### src/rtl/moore_pkg.sv
`default_nettype none
// ============================================================================
//  Module      : moore_pkg
//  Description : Shared types and constants for the moore 1101 sequence
//                detector: state enumeration with fixed 3-bit encodings and
//                the progress codes reported on y.
//  Revision    : 1.0  initial release
// ============================================================================
package moore_pkg;

    // Each name records how much of "1101" the most recent input has matched.
    typedef enum logic [2:0] {
        IDLE = 3'd0,  // no useful prefix
        S1   = 3'd1,  // seen "1"
        S11  = 3'd2,  // seen "11"
        S110 = 3'd3,  // seen "110"
        DET  = 3'd4   // seen "1101"
    } state_t;

    // Progress codes driven on y.
    localparam logic [1:0] Y_NONE  = 2'b00;
    localparam logic [1:0] Y_TWO   = 2'b01;
    localparam logic [1:0] Y_THREE = 2'b10;
    localparam logic [1:0] Y_MATCH = 2'b11;

endpackage : moore_pkg
`default_nettype wire

### src/rtl/moore.sv
`default_nettype none
// ============================================================================
//  Module      : moore
//  Description : Moore FSM that detects the serial pattern 1101 on x, one bit
//                per rising clk edge. y reports match progress and is decoded
//                from the state register only (no path from x to y).
//  Ports       : clk - system clock, rising edge active
//                rst - synchronous reset, active-high, dominates x
//                x   - serial data bit
//                y   - [1:0] progress: 00 none/"1", 01 "11", 10 "110",
//                      11 "1101" just completed
//  Options     : MOORE_OVERLAP_EN - when defined, a completed match may share
//                its trailing '1' with the next match (1101101 detects twice).
//                When undefined, detection restarts after each match.
//  Revision    : 1.0  initial release
// ============================================================================
module moore
    import moore_pkg::*;
(
    input  logic       clk,
    input  logic       rst,
    input  logic       x,
    output logic [1:0] y
);

    state_t r_state;
    state_t w_next;

    // State register.
    always_ff @(posedge clk) begin
        if (rst) begin
            r_state <= IDLE;
        end else begin
            r_state <= w_next;
        end
    end

    // Next-state logic.
    always_comb begin
        w_next = IDLE;
        case (r_state)
            IDLE:    w_next = x ? S1   : IDLE;
            S1:      w_next = x ? S11  : IDLE;
            // Further 1s still leave "11" as the useful suffix.
            S11:     w_next = x ? S11  : S110;
            S110:    w_next = x ? DET  : IDLE;
`ifdef MOORE_OVERLAP_EN
            // The matched trailing '1' plus the new '1' already form "11".
            DET:     w_next = x ? S11  : IDLE;
`else
            // Matched bits are consumed; the new '1' starts a fresh prefix.
            DET:     w_next = x ? S1   : IDLE;
`endif
            // Illegal encodings recover to IDLE on the next edge.
            default: w_next = IDLE;
        endcase
    end

    // Output decode from the state register alone.
    always_comb begin
        y = Y_NONE;
        case (r_state)
            IDLE:    y = Y_NONE;
            S1:      y = Y_NONE;
            S11:     y = Y_TWO;
            S110:    y = Y_THREE;
            DET:     y = Y_MATCH;
            default: y = Y_NONE;
        endcase
    end

endmodule : moore
`default_nettype wire

### config.mk
export PLATFORM = sky130hd
export DESIGN_NAME = moore
export DESIGN_NICKNAME = d
export VERILOG_FILES = /design/src/rtl/moore_pkg.sv /design/src/rtl/moore.sv
export SDC_FILE = /design/constraint.sdc
export NUM_CORES = 1
export LEC_CHECK = 0
export BUFFER_PORTS_ARGS = -buffer_cell sky130_fd_sc_hd__buf_2
export CAP_MARGIN = 20
export CORE_AREA = 2 2 39 41
export CTS_CLUSTER_DIAMETER = 80
export DETAILED_ROUTE_END_ITERATION = 8
export DIE_AREA = 0 0 41 43
export HOLD_SLACK_MARGIN = 0.02
export MAX_ROUTING_LAYER = met4
export SLEW_MARGIN = 20
export SYNTH_ARGS = -nofsm -noshare
export SYNTH_HDL_FRONTEND = slang
export SYNTH_SLANG_ARGS = --single-unit
### constraint.sdc
create_clock -name clk -period 1.5 [get_ports clk]
set_clock_uncertainty 0.15 [all_clocks]
set_input_delay 0.075 -clock clk [delete_from_list [all_inputs] [get_ports clk]]
set_output_delay 0.075 -clock clk [all_outputs]
set_load 0.005 [all_outputs]
==> impl_metrics.json <==
{
  "track_usage_pct": 5.44,
  "die_width_um": 41,
  "dr.pass1.iters": 3,
  "numCtsBuffers": 3,
  "postRouteAntennaNets": 0,
  "synth_xor_area_share_pct": 0,
  "cts.sinks": 3,
  "grt_max_degree": 8,
  "syn_inst": 15,
  "post-route-period-util_pct": 89.2,
  "postCtsSetupBuffers": 0,
  "yosys.area_share.simple_pct": 38.1,
  "startpoint_type": "register",
  "setup_tns_ps": 0,
  "synthTopCellsByCount": "dfxtp_1 (3), nand2b_1 (2), or2b_1 (2)",
  "status": "completed",
  "setup_ws_ps": 162,
  "drv_cap": 0,
  "yosysWarningCount": 0,
  "clock_path_buffers": 2,
  "die_h_um": 43,
  "cts_tree": "yes",
  "post_cts_resized": 0,
  "critical_path_class": "reg2out",
  "layout.nets": 29,
  "grt_pass1_vias": 174,
  "antenna_cells": 0,
  "setup_viol": 0,
  "syn_area_per_cell_um2": 9.84,
  "grt_overflow": 0,
  "drt_iter0_markers": 1,
  "largest_register": "r_state",
  "cts_root_buf": "clkbuf_4",
  "core_um2": 1380,
  "hold_viol": 0,
  "synth_largest_area_cell": "dfxtp_1",
  "pre_cts_ws_ps": 300,
  "design_area_um2": 234,
  "synth_top_family_by_area": "simple AND/OR/NAND/NOR gates",
  "crit_fanout": 7,
  "postCtsHoldBufs": 2,
  "pin_count": 5,
  "clock_latency_ps": 230,
  "largest_reg_flops": 3,
  "area_delta_synth_final_pct": 58.5,
  "wl_per_cell_um": 8.10,
  "endpoint_kind": "primary output",
  "instances_no_fill": 41,
  "synth_compound_area_share_pct": 21.2,
  "ir_drop_mv": 0.113,
  "row_count": 14,
  "p_leak_nw": 0.0860,
  "slew_headroom_pct": 85.3,
  "synth.yosys.seq_area_share_pct": 40.7,
  "path_clk_slew_ps": 40,
  "tightest_slew_ps": 218,
  "gp_congestion": 0.496,
  "synth_edf_count": 0,
  "die_area_um2": 1760,
  "antenna_found_initial": 0,
  "reg_top3": "r_state: 3 flops",
  "synthArstFlopShare_pct": 0,
  "dp_cells": 35,
  "whs_ps": 365,
  "synth.ff_latch_count": 3,
  "fillers": 158,
  "synth_ff_type": "dfxtp_1",
  "cp.required_ps": 1270,
  "synth_top_area_share_pct": 40.7,
  "drc": 0,
  "h-tree-depth": 1,
  "fmax_mhz": 747,
  "postLayoutCoreUtil_pct": 16.9,
  "placed_area_um2": 188,
  "initial_utilization_pct": 10.7,
  "drv_slew": 0,
  "hp-class": "reg2reg",
  "rsz0062_at_grt": "no",
  "drive_above_1_share_pct": 32.0,
  "arrival_ps": 1110,
  "period_needed_ps": 1340,
  "rr_worst_depth": 2,
  "synthTopCellsByArea": "dfxtp_1 (41%), or2b_1 (10%), a211oi_2 (8.5%)",
  "synthAdderAreaFrac_pct": 0,
  "yosysUniqueCellTypes": 11,
  "synth_nets": 18,
  "hold_depth": 1,
  "wirelength_um": 332,
  "portBuffers": 4,
  "via_per_inst": 3.66,
  "synth_most_common_cell": "dfxtp_1",
  "syn_area_um2": 148,
  "powerDensity_nw_per_um2": 1070,
  "num_vias": 150,
  "grt_pass1_wl_um": 593,
  "fin_total_pwr_mw": 0.251,
  "muxShareOfSynthArea_pct": 0
}
power by group:
part	leakage, nW	total (mW)	switching [mW]	internal, mW
Combinational	0.0466	0.0216	0.00774	0.0139
Clock	0.0150	0.140	0.0405	0.0996
Sequential	0.0245	0.0893	0.00543	0.0839
Total	0.0860	0.251	0.0537	0.197
cell type report:
class                           instances  area (um^2)  area share (%)
Timing Repair Buffer                    6         40.0            17.1
Multi-Input combinational cell         12         87.6            37.4
Clock buffer                            4         26.3            11.2
Tap cell                               16         20.0            8.56
Sequential cell                         3         60.1            25.7
worst paths after layout:
kind | startpoint | endpoint | slack [ps]
min | r_state[2] | r_state[1] | 370
min reg2reg | r_state[2] | r_state[1] | 370
max | r_state[1] | y[0] | 160
max reg2reg | r_state[1] | r_state[0] | 300
layout by cell type (no fill, tap or decap), drive strengths merged:
| master | count |
|---|---|
| o22ai | 1 |
| nand3b | 1 |
| clkbuf | 4 |
| dlygate4sd3 | 2 |
| nand2b | 2 |
| or3b | 1 |
| nor4b | 1 |
| a211oi | 2 |
| buf | 4 |
| or2b | 2 |
| dfxtp | 3 |
| nand2 | 1 |
| a21oi | 1 |
cell families after synthesis:
kind of cell,count (synthesis)
simple gates,8
compound gates,4
flops,3
critical path, stage by stage (launching register included):
cell and delay [ps]:
dfxtp_1 390, or2b_1 240, a21oi_1 130, buf_2 120
metal layers:
metal  vias up  routed length, um  track usage [%]
met4         0                  0             8.00
li1         77                  -                -
met5         -                  0                -
met2         3                182             9.06
met3         0                 14                0
met1        70                135             3.82
Power figures use the tool's default switching activity.
